<file path="src/rtl/instr_encoder_if.sv">
// ---------------------------------------------------------------------------
// instr_encoder_if
//   Request/stream bundle for the instruction encoder.
//   Request side : in_valid/in_ready handshake carrying kind plus the
//                  register, shift, immediate and jump-target fields.
//   Stream side  : out_valid/out_ready handshake carrying the encoded word
//                  and its word address, plus the emitted-word count and the
//                  sticky illegal-kind flag.
//   Modports     : master = request producer / stream consumer,
//                  slave  = the encoder.
// ---------------------------------------------------------------------------
interface instr_encoder_if #(
   parameter int ADDR_W = 10
);
   logic              in_valid;
   logic              in_ready;
   logic [3:0]        in_kind;
   logic [4:0]        in_rs;
   logic [4:0]        in_rt;
   logic [4:0]        in_rd;
   logic [4:0]        in_shamt;
   logic [15:0]       in_imm;
   logic [25:0]       in_target;
   logic              out_valid;
   logic              out_ready;
   logic [31:0]       out_word;
   logic [ADDR_W-1:0] out_addr;
   logic [ADDR_W:0]   count;
   logic              err;

   modport master (
      output in_valid, in_kind, in_rs, in_rt, in_rd, in_shamt, in_imm, in_target,
      output out_ready,
      input  in_ready, out_valid, out_word, out_addr, count, err
   );

   modport slave (
      input  in_valid, in_kind, in_rs, in_rt, in_rd, in_shamt, in_imm, in_target,
      input  out_ready,
      output in_ready, out_valid, out_word, out_addr, count, err
   );
endinterface

</file>
<file path="src/rtl/instr_encoder.sv">
// ---------------------------------------------------------------------------
// instr_encoder
//   Packs symbolic instruction requests into 32-bit MIPS words (addu, subu,
//   ori, lw, sw, beq, lui, sll, jal, jr), buffers them in a DEPTH-entry FIFO
//   and streams them out with an incrementing word address.
//
//   Ports:
//     clk    - clock, all state changes on the rising edge
//     reset  - asynchronous, active-high; flushes FIFO, clears address,
//              count, error flag and padding state
//     bus    - instr_encoder_if.slave (request handshake in, word stream out)
//
//   Optional feature (macro ENC_NOP_PAD_EN):
//     When defined, every accepted beq/jal/jr is followed in the stream by a
//     delay-slot nop (0x00000000) pushed from a PAD state. The nop takes an
//     address and counts like any other word. When undefined, exactly one
//     word is emitted per legal request.
// ---------------------------------------------------------------------------
module instr_encoder #(
   parameter int DEPTH     = 4,
   parameter int ADDR_W    = 10,
   parameter int BASE_ADDR = 0
) (
   input logic             clk,
   input logic             reset,
   instr_encoder_if.slave  bus
);
   localparam int PTR_W = $clog2(DEPTH);

   logic [31:0]       fifoMem [DEPTH];
   logic [PTR_W-1:0]  wrPtr;
   logic [PTR_W-1:0]  rdPtr;
   logic [PTR_W:0]    occupancy;
   logic              fifoFull;
   logic              fifoEmpty;

   logic [ADDR_W-1:0] addrPtr;
   logic [ADDR_W:0]   emitCount;
   logic              errFlag;

   logic              acceptOpen;
   logic              accept;
   logic              kindLegal;
   logic              padPush;
   logic              push;
   logic              pop;
   logic [31:0]       encWord;
   logic [31:0]       pushWord;

   assign fifoFull  = (occupancy == (PTR_W+1)'(DEPTH));
   assign fifoEmpty = (occupancy == '0);

   // in_ready looks only at registered occupancy and state.
   assign bus.in_ready = !fifoFull && acceptOpen;
   assign accept       = bus.in_valid && bus.in_ready;
   assign kindLegal    = (bus.in_kind <= 4'd9);

   assign pop  = !fifoEmpty && bus.out_ready;
   // accept and padPush never coincide: in_ready is low while padding.
   assign push     = (accept && kindLegal) || padPush;
   assign pushWord = padPush ? 32'h0000_0000 : encWord;

   // Field packing; fields absent from a format are simply not used.
   always_comb begin
      encWord = 32'h0000_0000;
      case (bus.in_kind)
         4'd0: encWord = {6'h00, bus.in_rs, bus.in_rt, bus.in_rd, 5'b0, 6'h21};
         4'd1: encWord = {6'h00, bus.in_rs, bus.in_rt, bus.in_rd, 5'b0, 6'h23};
         4'd2: encWord = {6'h0d, bus.in_rs, bus.in_rt, bus.in_imm};
         4'd3: encWord = {6'h23, bus.in_rs, bus.in_rt, bus.in_imm};
         4'd4: encWord = {6'h2b, bus.in_rs, bus.in_rt, bus.in_imm};
         4'd5: encWord = {6'h04, bus.in_rs, bus.in_rt, bus.in_imm};
         4'd6: encWord = {6'h0f, 5'b0, bus.in_rt, bus.in_imm};
         4'd7: encWord = {6'h00, 5'b0, bus.in_rt, bus.in_rd, bus.in_shamt, 6'h00};
         4'd8: encWord = {6'h03, bus.in_target};
         4'd9: encWord = {6'h00, bus.in_rs, 15'b0, 6'h08};
         default: encWord = 32'h0000_0000;
      endcase
   end

`ifdef ENC_NOP_PAD_EN
   typedef enum logic {ACCEPT, PAD} encState_t;
   encState_t state;
   encState_t stateNext;
   logic      isBranch;

   assign isBranch   = (bus.in_kind == 4'd5) || (bus.in_kind == 4'd8) ||
                       (bus.in_kind == 4'd9);
   assign acceptOpen = (state == ACCEPT);

   always_ff @(posedge clk or posedge reset) begin
      if (reset) state <= ACCEPT;
      else       state <= stateNext;
   end

   always_comb begin
      stateNext = state;
      padPush   = 1'b0;
      case (state)
         ACCEPT: if (accept && isBranch) stateNext = PAD;
         PAD: begin
            // Wait for a free slot; a same-cycle pop does not count.
            if (!fifoFull) begin
               padPush   = 1'b1;
               stateNext = ACCEPT;
            end
         end
         default: stateNext = ACCEPT;
      endcase
   end
`else
   assign acceptOpen = 1'b1;
   assign padPush    = 1'b0;
`endif

   // Storage carries no reset; emptiness is tracked by the pointers and the
   // head is masked to zero when the FIFO is empty.
   always_ff @(posedge clk) begin
      if (push) fifoMem[wrPtr] <= pushWord;
   end

   always_ff @(posedge clk or posedge reset) begin
      if (reset) begin
         wrPtr     <= '0;
         rdPtr     <= '0;
         occupancy <= '0;
         addrPtr   <= ADDR_W'(BASE_ADDR);
         emitCount <= '0;
         errFlag   <= 1'b0;
      end else begin
         if (push) wrPtr <= wrPtr + 1'b1;
         if (pop) begin
            rdPtr   <= rdPtr + 1'b1;
            addrPtr <= addrPtr + 1'b1;
            if (emitCount != {(ADDR_W+1){1'b1}}) emitCount <= emitCount + 1'b1;
         end
         case ({push, pop})
            2'b10:   occupancy <= occupancy + 1'b1;
            2'b01:   occupancy <= occupancy - 1'b1;
            default: occupancy <= occupancy;
         endcase
         if (accept && !kindLegal) errFlag <= 1'b1;
      end
   end

   assign bus.out_valid = !fifoEmpty;
   assign bus.out_word  = fifoEmpty ? 32'h0000_0000 : fifoMem[rdPtr];
   assign bus.out_addr  = addrPtr;
   assign bus.count     = emitCount;
   assign bus.err       = errFlag;
endmodule

</file>
<file path="src/flat_wrapper.sv">
// flat-port wrapper written by rule: the top's interface ports become plain ports
module instr_encoder_flat 
#(
   parameter int DEPTH     = 4,
   parameter int ADDR_W    = 10,
   parameter int BASE_ADDR = 0
)
  (clk, reset, bus_in_valid, bus_in_kind, bus_in_rs, bus_in_rt, bus_in_rd, bus_in_shamt, bus_in_imm, bus_in_target, bus_out_ready, bus_in_ready, bus_out_valid, bus_out_word, bus_out_addr, bus_count, bus_err);
  instr_encoder_if #(.ADDR_W(ADDR_W)) bus_i ();
  input logic clk;
  input logic reset;
  input wire logic [$bits(bus_i.in_valid)-1:0] bus_in_valid;
  input wire logic [$bits(bus_i.in_kind)-1:0] bus_in_kind;
  input wire logic [$bits(bus_i.in_rs)-1:0] bus_in_rs;
  input wire logic [$bits(bus_i.in_rt)-1:0] bus_in_rt;
  input wire logic [$bits(bus_i.in_rd)-1:0] bus_in_rd;
  input wire logic [$bits(bus_i.in_shamt)-1:0] bus_in_shamt;
  input wire logic [$bits(bus_i.in_imm)-1:0] bus_in_imm;
  input wire logic [$bits(bus_i.in_target)-1:0] bus_in_target;
  input wire logic [$bits(bus_i.out_ready)-1:0] bus_out_ready;
  output wire logic [$bits(bus_i.in_ready)-1:0] bus_in_ready;
  output wire logic [$bits(bus_i.out_valid)-1:0] bus_out_valid;
  output wire logic [$bits(bus_i.out_word)-1:0] bus_out_word;
  output wire logic [$bits(bus_i.out_addr)-1:0] bus_out_addr;
  output wire logic [$bits(bus_i.count)-1:0] bus_count;
  output wire logic [$bits(bus_i.err)-1:0] bus_err;
  assign bus_i.in_valid = bus_in_valid;
  assign bus_i.in_kind = bus_in_kind;
  assign bus_i.in_rs = bus_in_rs;
  assign bus_i.in_rt = bus_in_rt;
  assign bus_i.in_rd = bus_in_rd;
  assign bus_i.in_shamt = bus_in_shamt;
  assign bus_i.in_imm = bus_in_imm;
  assign bus_i.in_target = bus_in_target;
  assign bus_i.out_ready = bus_out_ready;
  assign bus_in_ready = bus_i.in_ready;
  assign bus_out_valid = bus_i.out_valid;
  assign bus_out_word = bus_i.out_word;
  assign bus_out_addr = bus_i.out_addr;
  assign bus_count = bus_i.count;
  assign bus_err = bus_i.err;
  instr_encoder #(.DEPTH(DEPTH), .ADDR_W(ADDR_W), .BASE_ADDR(BASE_ADDR)) u_core (.clk(clk), .reset(reset), .bus(bus_i));
endmodule
</file>
<file path="config.mk">
export PLATFORM = sky130hd
export DESIGN_NAME = instr_encoder_flat
export DESIGN_NICKNAME = d
export VERILOG_FILES = /design/src/rtl/instr_encoder_if.sv /design/src/rtl/instr_encoder.sv /design/src/flat_wrapper.sv
export SDC_FILE = /design/constraint.sdc
export NUM_CORES = 1
export LEC_CHECK = 0
export BUFFER_PORTS_ARGS = -buffer_cell sky130_fd_sc_hd__buf_2
export CAP_MARGIN = 10
export CORE_UTILIZATION = 55
export DETAILED_ROUTE_END_ITERATION = 10
export GPL_TIMING_DRIVEN = 0
export PLACE_DENSITY = 0.79
export SYNTH_ARGS = -nofsm -noshare
export SYNTH_HDL_FRONTEND = slang
export SYNTH_SLANG_ARGS = --single-unit
export TNS_END_PERCENT = 5
</file>
<file path="constraint.sdc">
create_clock -name clk -period 2.39 [get_ports clk]
set_input_delay 0.3585 -clock clk [delete_from_list [all_inputs] [get_ports clk]]
set_output_delay 0.3585 -clock clk [all_outputs]
set_load 0.005 [all_outputs]
</file>
==> flow_summary.toml, run 1 <==
[clock_network]
clk_latency_worst_skew_pair_ps = 420
clkSlewWorstSetupHoldPaths_ps = 60
cts-buffers-inserted = 17
tritoncts = "yes"
ctsLongestPathBuffers = 2
root_buffer = "sky130_fd_sc_hd__clkbuf_16"
cts_max_level = 4
clock_sink_count = 153

[global_route]
vias_in_the_first_global_route = 4110
antenna_violations_before_repair = 0
global_route.usage.total_pct = 23.2
grt_start_max_net_pins = 32
wire_length_of_the_first_global_routing_pass_mm = 21.3
grt.overflow.total = 0

[logic_synthesis]
synth_top_family_by_area = "multiplexers"
average_size_of_a_mapped_cell_sq_um = 16.2
synth.largest_area_cell = "sky130_fd_sc_hd__edfxtp_1"
netlist_top_cells_area = "sky130_fd_sc_hd__edfxtp_1 (56%), sky130_fd_sc_hd__dfrtp_1 (11%), sky130_fd_sc_hd__mux4_2 (11%)"
synth_top_cell_area_share_pct = 56.0
mux_cell_area_share_after_synthesis_pct = 11.5
synth_compound_gate_area_share_pct = 6.08
netlist-cell-type-count = 53
synthesis.instances = 411
synth_edf_count = 124
synth-seq-cells = 153
async_reset_ff_share_pct = 19.0
yosys.area_share.simple_pct = 8.00
syn_nets = 489
ys_seq_area_share_pct = 66.9
yosys_most_used_dff = "sky130_fd_sc_hd__edfxtp_1"
synth-adder-area-share_pct = 1.62
synth_xor_area_share_pct = 2.63
synthesis.area_sq_um = 6650
yosysWarnings = 0

[layout]
diodes_inserted = 0
post_layout_utilization_of_the_core_pct = 70.6
layout-drive-gt1-share_pct = 39.4
fillCellCount = 778
final_common_cell = "sky130_fd_sc_hd__buf_2"
postLayoutCellArea_sq_um = 8200
most-common-layout-cells = "sky130_fd_sc_hd__buf_2 (131), sky130_fd_sc_hd__edfxtp_1 (124), sky130_fd_sc_hd__mux4_2 (31), sky130_fd_sc_hd__nor2b_1 (31), sky130_fd_sc_hd__dfrtp_1 (28)"
syn2layout_area_growth_pct = 23.4
finish.net_count = 636
finalNonFillerCells = 714

[timing]
worst-slew-pin-transition_ps = 863
period_share_pct = 95.2
report.final.hold_viol_count = 0
timing.max_slew.rel_slack_pct = 42.4
achievable_freq_mhz = 439
final-setup-viol-count = 0
hold-worst-slack_ps = 261
shortest_period_the_worst_path_allows_ps = 2280
final_setup_skew_ps = 4.05
rsz0062_at_grt = "false"
final-max-slew-violation-count = 0

[floorplan]
core_ar_sq_um = 11600
rows = 39
floorplan.die.width_um = 112
pin_count = 126
initial_core_util_pct = 57.3
fp.dieArea_sq_um = 12500
fp.dieH_um = 112

[place]
hpwlAfterDp_mm = 8.67
gp_congestion = 0.812
post-place-cells = 678
dpl-instance-area_sq_um = 7450
io_buf_count = 124

[power_and_ir_drop]
power.ir.vdd_worst_uv = 666
leakage_nw = 3.29
p_per_area_nw_per_um2 = 1150

[critical_path]
crit_path_max_fanout = 10
critical-path-slowest-cell = "sky130_fd_sc_hd__mux4_2"
worst-setup-path-type = "reg2out"
timing.critical_path.buf_inv = 3
worst_ep_arrival_time_ps = 1920
crit_path_cell_trace = "buf_4 > buf_6 > mux4_2 > nor2b_1 > buf_2"
critical-path-max-stage-delay_ps = 520
endpoint_required_time_on_the_critical_path_ps = 2030
worstSetupEndpointType = "output pin"
ff2ff_path_depth = 10
cp_num_cells = 5
critPathTopFamily = "multiplexers"
crit_path_start_kind = "register"

[run_status]
violations_in_the_final_reports = "DRC"
result_of_the_run = "finished with violations"

[drt]
post_drt_via_cell_ratio = 5.75
detailroute.via_count = 4104
firstDrtPassIters = 9
wirelength_mm = 13.8
detail_route.wl_per_cell_um = 19.3
starting_drc_count_in_detailed_routing = 411
antenna_violating_nets_post_route = 0
drc = 7

[worst_hold_path]
hold_depth = 3
hold_path_class = "in2reg"

[flow_run]
max-cap-violations = 0
worst reg2reg max path: stages (launching register included):
cell and delay [ps]:
sky130_fd_sc_hd__dfrtp_2 450, sky130_fd_sc_hd__or3b_1 400, sky130_fd_sc_hd__nand2_1 140, sky130_fd_sc_hd__a21oi_4 70, sky130_fd_sc_hd__inv_1 60, sky130_fd_sc_hd__ha_1 180, sky130_fd_sc_hd__inv_1 60, sky130_fd_sc_hd__fa_1 370
sky130_fd_sc_hd__xor2_1 150, sky130_fd_sc_hd__nor2_1 110, sky130_fd_sc_hd__xor2_1 150
layer usage:
metal,up-vias,part of all wire (%),track usage [%]
li1,1882,-,-
met1,2030,42,30.8
met4,0,1.6,9.96
met2,175,50,37.1
met3,17,6.3,5.72
met5,-,0,0
sequential cells by signal, summed over array words and instances, names as in the netlist:
| signal | count |
|---|---|
| u_core.rdPtr | 2 |
| u_core.bus.err | 1 |
| u_core.fifoMem | 124 |
| u_core.bus.out_addr | 10 |
| u_core.occupancy | 3 |
| u_core.wrPtr | 2 |
| u_core.bus.count | 11 |
report_power, final:
part | switching [mW] | leakage (nW) | internal, mW
Clock | 1.04 | 0.317 | 1.86
Sequential | 0.279 | 1.51 | 3.40
Combinational | 1.36 | 1.47 | 1.47
Total | 2.68 | 3.29 | 6.72
synthesized netlist by cell type, drive strengths merged, types with 2 or more instances:
master,count
edfxtp,124
mux4,31
nor2b,31
dfrtp,29
inv,26
buf,15
nand2,15
xnor2,15
a21oi,13
a222oi,10
nand4,8
nor2,8
o21ai,8
ha,7
nand3,7
a22o,6
clkbuf,6
and3,5
xor2,5
and2,4
mux2,4
nand2b,3
o22ai,3
a2bb2oi,2
and4,2
mux2i,2
nor3,2
or3b,2
worst paths after layout:
path                                                      start  slack, ps                            endpoint
worst max-delay path                u_core.rdPtr[0]$_DFFE_PP0P_        110                    bus_out_word[25]
worst min-delay path                               bus_in_valid        260          u_core.bus.err$_DFFE_PP0P_
worst max register to register  u_core.occupancy[0]$_DFFE_PP0P_        180     u_core.occupancy[2]$_DFFE_PP0P_
worst min register to register       u_core.bus.err$_DFFE_PP0P_        480          u_core.bus.err$_DFFE_PP0P_
max in group asynchronous                                 reset       1530     u_core.occupancy[0]$_DFFE_PP0P_
min in group asynchronous                                 reset        430  u_core.bus.out_addr[7]$_DFFE_PP0P_
per-stage QoR:
step	setup WS [ps]	power (mW)	setup TNS [ps]
final	114	9.41	0
after global routing	0.0613	9.86	0
after CTS	-20.7	9.42	-54.5
after detailed placement	-39.1	6.47	-2460
after global placement	-583	6.36	-69440
after floorplan	137	5.44	0
what timing repair did:
action / in CTS / in global routing
endpoints found under the setup margin: 30 / 26
pin swaps: 0 / 1
hold buffers: 0 / 1
endpoints found under the hold margin: 0 / 5
setup buffers: 0 / 2
gates resized for setup: 8 / 8
cell type report:
cell class	instances	area, sq um	area share (%)
Buffer	21	149	1.82
Clock buffer	17	425	5.19
Clock inverter	15	225	2.75
Inverter	26	97.6	1.19
Multi-Input combinational cell	211	2000	24.4
Sequential cell	153	4450	54.3
Tap cell	143	179	2.18
Timing Repair Buffer	128	673	8.21
logic make-up (layout without fill, tap and decap cells):
group           count (synthesis)  count (layout)
flops                         153             153
simple gates                   92              92
compound gates                 53              53
buf+inv                        47             207
mux                            37              37
xor+xnor                       20              20
fa+ha+maj                       8               8
other cells                     1               1
(Power assumes the default switching activity.)
==> run 2: changes to the inputs <==
--- a/config.mk
+++ b/config.mk
@@ -7,10 +7,14 @@
 export LEC_CHECK = 0
 export BUFFER_PORTS_ARGS = -buffer_cell sky130_fd_sc_hd__buf_2
 export CAP_MARGIN = 10
-export CORE_UTILIZATION = 55
+export CELL_PAD_IN_SITES_DETAIL_PLACEMENT = 1
+export CELL_PAD_IN_SITES_GLOBAL_PLACEMENT = 2
+export CORE_ASPECT_RATIO = 1.75
+export CORE_UTILIZATION = 41
+export CTS_BUF_LIST = sky130_fd_sc_hd__clkbuf_2 sky130_fd_sc_hd__clkbuf_4 sky130_fd_sc_hd__clkbuf_8
 export DETAILED_ROUTE_END_ITERATION = 10
 export GPL_TIMING_DRIVEN = 0
-export PLACE_DENSITY = 0.79
+export PLACE_DENSITY_LB_ADDON = 0.1
 export SYNTH_ARGS = -nofsm -noshare
 export SYNTH_HDL_FRONTEND = slang
 export SYNTH_SLANG_ARGS = --single-unit
==> flow_summary.toml, run 2 (synthesized netlist as in run 1, its figures left out) <==
[power_and_ir_drop]
intPower_mw = 5.93
pwr-share-comb_pct = 34.3
share_seq_of_total_power_pct = 42.5
p_sw_mw = 2.71
report.power.total_mw = 8.64
leakage_nw = 3.21
pwr-share-clk_pct = 23.2
p_sw_share_pct = 31.4
power.ir.vdd_worst_uv = 578
p_per_area_nw_per_um2 = 1060

[timing]
achievable_freq_mhz = 440
rsz0062_at_grt = "true"
timing.max_slew.rel_slack_pct = 37.7
report.final.hold_viol_count = 0
final_setup_skew_ps = 12.5
final-setup-viol-count = 0
shortest_period_the_worst_path_allows_ps = 2270
period_share_pct = 95.1
final-max-slew-violation-count = 0
worst-slew-pin-transition_ps = 935

[drt]
detailroute.via_count = 4106
antenna_violating_nets_post_route = 0
firstDrtPassIters = 7
post_drt_via_cell_ratio = 5.37
drc = 0
starting_drc_count_in_detailed_routing = 145
wirelength_mm = 15.2
detail_route.wl_per_cell_um = 19.9

[clock_network]
clock_sink_count = 153
ctsLongestPathBuffers = 2
cts_max_level = 4
cts-buffers-inserted = 17
clk_latency_worst_skew_pair_ps = 440
root_buffer = "sky130_fd_sc_hd__clkbuf_8"
clkSlewWorstSetupHoldPaths_ps = 80
tritoncts = "yes"

[critical_path]
worst_ep_arrival_time_ps = 1910
worst-r2r-setup-slack_ps = 190
worstSetupEndpointType = "output pin"
worst-setup-path-type = "reg2out"
crit_path_max_fanout = 10
crit_path_start_kind = "register"
endpoint_required_time_on_the_critical_path_ps = 2030

[global_route]
global_route.usage.total_pct = 19.1
grt.overflow.total = 0
wire_length_of_the_first_global_routing_pass_mm = 23.5
vias_in_the_first_global_route = 4377
antenna_violations_before_repair = 0
grt_start_max_net_pins = 32

[layout]
final_common_cell = "sky130_fd_sc_hd__buf_2"
largest_reg_flops = 124
finish.net_count = 640
finalNonFillerCells = 764
most-common-layout-cells = "sky130_fd_sc_hd__buf_2 (132), sky130_fd_sc_hd__edfxtp_1 (124), sky130_fd_sc_hd__mux4_2 (31), sky130_fd_sc_hd__nor2b_1 (31)"
syn2layout_area_growth_pct = 22.3
layout-drive-gt1-share_pct = 40.7
diodes_inserted = 0
post_layout_utilization_of_the_core_pct = 51.2
regMostFlops = "u_core.fifoMem"

[floorplan]
fp.dieArea_sq_um = 16800
initial_core_util_pct = 41.9
fp.dieH_um = 170
core_ar_sq_um = 15900
rows = 61
floorplan.die.width_um = 98.3
pin_count = 126

[place]
post-place-cells = 728
hpwlAfterDp_mm = 10.5
io_buf_count = 124
gp_congestion = 0.715

[worst_hold_path]
hold_path_class = "in2reg"

[run_status]
result_of_the_run = "finished clean"

[flow_run]
max-cap-violations = 0
[run 2: power groups by stage]
stage / Sequential [mW] / Clock, mW / Combinational (mW)
2_1_floorplan: 3.66 / 0 / 1.79
3_3_place_gp: 3.69 / 0 / 2.78
3_5_place_dp: 3.72 / 0 / 2.88
4_1_cts: 3.68 / 2.06 / 2.94
5_1_grt: 3.73 / 2.15 / 3.26
6_report: 3.68 / 2.00 / 2.96
[run 2: routing by layer]
| metal | global-route usage [%] | routed length (um) |
|---|---|---|
| met5 | 0 | 0 |
| met4 | 7.98 | 388 |
| met3 | 3.94 | 579 |
| met2 | 36.6 | 8800 |
| met1 | 19.9 | 5440 |
[run 2: worst max-delay path: stages, from the launching register on]
cell	delay (ps)
sky130_fd_sc_hd__dfrtp_1	340
sky130_fd_sc_hd__buf_6	160
sky130_fd_sc_hd__buf_12	160
sky130_fd_sc_hd__mux4_2	520
sky130_fd_sc_hd__nor2b_1	170
sky130_fd_sc_hd__buf_2	140
[run 2: path summary, 6_finish.rpt]
path,from,depth (start not counted),endpoint
worst max register to register,u_core.occupancy[0]$_DFFE_PP0P_,10,u_core.occupancy[2]$_DFFE_PP0P_
worst min register to register,u_core.bus.out_addr[9]$_DFFE_PP0P_,1,u_core.bus.out_addr[9]$_DFFE_PP0P_
worst max-delay path,u_core.rdPtr[0]$_DFFE_PP0P_,5,bus_out_word[16]
min in group asynchronous,reset,3,u_core.bus.out_addr[6]$_DFFE_PP0P_
max in group asynchronous,reset,4,u_core.occupancy[2]$_DFFE_PP0P_
worst min-delay path,bus_in_valid,3,u_core.bus.err$_DFFE_PP0P_
[run 2: final cells by class]
class | instances | area (sq um)
fill | 1600 | 7740
sequential | 153 | 4450
multi-input combinational | 211 | 2010
timing repair buffer | 132 | 753
tap | 189 | 236
clock buffer | 17 | 234
clock inverter | 15 | 176
buffer | 21 | 169
inverter | 26 | 97.6
[run 2: metrics by stage]
| stage | hold slack (ps) | cell area (sq um) | setup TNS, ps | worst slack, ps |
|---|---|---|---|---|
| after CTS | 217 | 8040 | 0 | 21.4 |
| after global placement | 459 | 7510 | -85150 | -698 |
| after detailed placement | 461 | 7590 | 0 | 37.7 |
| after global routing | 202 | 8130 | -14.3 | -8.56 |
| final | 208 | 8130 | 0 | 117 |
| after floorplan | 437 | 6650 | 0 | 137 |
[run 2: timing repair]
action                                  CTS  global route
endpoints found under the setup margin   30            18
endpoints found under the hold margin     0             8
hold buffers                              0             1
pin swaps                                 0             2
resized for setup                        12            16
setup buffers                             0             2
==> run 3: changes to the inputs <==
--- a/config.mk
+++ b/config.mk
@@ -7,10 +7,10 @@
 export LEC_CHECK = 0
 export BUFFER_PORTS_ARGS = -buffer_cell sky130_fd_sc_hd__buf_2
 export CAP_MARGIN = 10
-export CELL_PAD_IN_SITES_DETAIL_PLACEMENT = 1
-export CELL_PAD_IN_SITES_GLOBAL_PLACEMENT = 2
+export CELL_PAD_IN_SITES_DETAIL_PLACEMENT = 0
+export CELL_PAD_IN_SITES_GLOBAL_PLACEMENT = 1
 export CORE_ASPECT_RATIO = 1.75
-export CORE_UTILIZATION = 41
+export CORE_UTILIZATION = 48
 export CTS_BUF_LIST = sky130_fd_sc_hd__clkbuf_2 sky130_fd_sc_hd__clkbuf_4 sky130_fd_sc_hd__clkbuf_8
 export DETAILED_ROUTE_END_ITERATION = 10
 export GPL_TIMING_DRIVEN = 0
==> flow_summary.toml, run 3 (synthesized netlist as in run 1, its figures left out) <==
[clock_network]
cts-buffers-inserted = 17
clkSlewWorstSetupHoldPaths_ps = 80
clock_sink_count = 153
tritoncts = "yes"
cts_max_level = 4
post_cts_hold_buffer_count = 0
clk_latency_worst_skew_pair_ps = 430
ctsLongestPathBuffers = 2
root_buffer = "sky130_fd_sc_hd__clkbuf_8"

[timing]
shortest_period_the_worst_path_allows_ps = 2300
timing.max_slew.rel_slack_pct = 38.4
period_share_pct = 96.4
rsz0062_at_grt = "true"
report.final.hold_viol_count = 12
final-setup-viol-count = 0
achievable_freq_mhz = 434
hold-worst-slack_ps = -29.6
final-max-slew-violation-count = 0
final_setup_skew_ps = 12.8
worst-slew-pin-transition_ps = 924

[drt]
post_drt_via_cell_ratio = 5.37
detail_route.wl_per_cell_um = 18.3
antenna_violating_nets_post_route = 0
drc = 0
wirelength_mm = 13.7
detailroute.via_count = 4025
starting_drc_count_in_detailed_routing = 234
firstDrtPassIters = 5

[layout]
most-common-layout-cells = "sky130_fd_sc_hd__buf_2 (131), sky130_fd_sc_hd__edfxtp_1 (124), sky130_fd_sc_hd__mux4_2 (31), sky130_fd_sc_hd__nor2b_1 (31)"
post_layout_utilization_of_the_core_pct = 59.9
diodes_inserted = 0
layout-drive-gt1-share_pct = 40.6
syn2layout_area_growth_pct = 21.2
final_common_cell = "sky130_fd_sc_hd__buf_2"
finish.net_count = 641
largest_reg_flops = 124
regMostFlops = "u_core.fifoMem"

[run_status]
violations_in_the_final_reports = "hold timing"
result_of_the_run = "finished with violations"

[floorplan]
pin_count = 126
floorplan.die.width_um = 91.0
initial_core_util_pct = 49.4
rows = 56
fp.dieArea_sq_um = 14300
fp.dieH_um = 158
core_ar_sq_um = 13500

[global_route]
antenna_violations_before_repair = 0
wire_length_of_the_first_global_routing_pass_mm = 21.4
grt_start_max_net_pins = 32
global_route.usage.total_pct = 20.3
vias_in_the_first_global_route = 4048
grt.overflow.total = 0

[critical_path]
critical-path-max-stage-delay_ps = 500
crit_path_max_fanout = 10
endpoint_required_time_on_the_critical_path_ps = 2030
worstSetupEndpointType = "output pin"
crit_path_cell_trace = "clkbuf_4 > buf_8 > mux4_2 > nor2b_1 > buf_2"
worst_ep_arrival_time_ps = 1950
critical-path-slowest-cell = "sky130_fd_sc_hd__mux4_2"
worst-setup-path-type = "reg2out"
worst-r2r-setup-slack_ps = 200
crit_path_start_kind = "register"

[power_and_ir_drop]
p_per_area_nw_per_um2 = 1050
leakage_nw = 3.20
power.ir.vdd_worst_uv = 625

[flow_run]
max-cap-violations = 0

[place]
gp_congestion = 0.797
io_buf_count = 124
hpwlAfterDp_mm = 9.44

[worst_hold_path]
hold_path_class = "in2async"
-- run 3: where the power goes --
group	leakage [nW]	internal [mW]	switching, mW	total [mW]
Clock	0.198	0.949	0.948	1.90
Combinational	1.50	1.53	1.36	2.89
Sequential	1.50	3.39	0.262	3.66
Total	3.20	5.87	2.57	8.44
-- run 3: critical path, delay by kind of cell (launching register included) --
family / cells / cell delay (ps)
buf+inv: 3 / 540
mux: 1 / 500
flops: 1 / 320
simple gates: 1 / 160
-- run 3: per-stage QoR --
stage          std cells  total power, mW  cell area [sq um]  setup slack, ps  TNS, ps
3_3_place_gp         709             6.42               7490             -692   -82880
3_5_place_dp         711             6.52               7530            -68.3    -3700
2_1_floorplan        411             5.44               6650              137        0
6_report             750             8.44               8060             85.3        0
5_1_grt              750             8.95               8060            -31.4     -219
4_1_cts              743             8.42               7930            -60.1     -634
-- run 3: worst paths after layout --
path | from | end | depth (start not counted)
worst max-delay path | u_core.rdPtr[0]$_DFFE_PP0P_ | bus_out_word[5] | 5
worst min-delay path | reset | u_core.bus.count[0]$_DFFE_PP0P_ | 2
worst max register to register | u_core.occupancy[1]$_DFFE_PP0P_ | u_core.occupancy[2]$_DFFE_PP0P_ | 10
worst min register to register | u_core.bus.out_addr[9]$_DFFE_PP0P_ | u_core.bus.out_addr[9]$_DFFE_PP0P_ | 1
max in group asynchronous | reset | u_core.occupancy[2]$_DFFE_PP0P_ | 3
min in group clk | bus_in_valid | u_core.bus.err$_DFFE_PP0P_ | 3
-- run 3: area by class of cell --
type	count	area [sq um]
repair buffers	133	733
inverters	26	97.6
multi-input cells	211	2010
flip-flops and latches	153	4450
plain buffers	21	150
well taps	174	218
clock inverters	14	149
fillers	1123	5400
clock buffers	18	241
-- run 3: routing by layer --
layer  GRT usage, %  vias to the layer above  wire length (um)
met5              0                        -                 0
met4           6.12                        0               140
met3           4.51                       11               586
met2           40.1                       93              8110
met1           20.9                     2035              4900
li1               -                     1886                 -
-- run 3: repair_timing --
item	4_1_cts	5_1_grt
buffers inserted	0	6
setup endpoints to repair	30	31
pin swaps	0	3
endpoints found under the hold margin	0	0
gates resized for setup	6	17
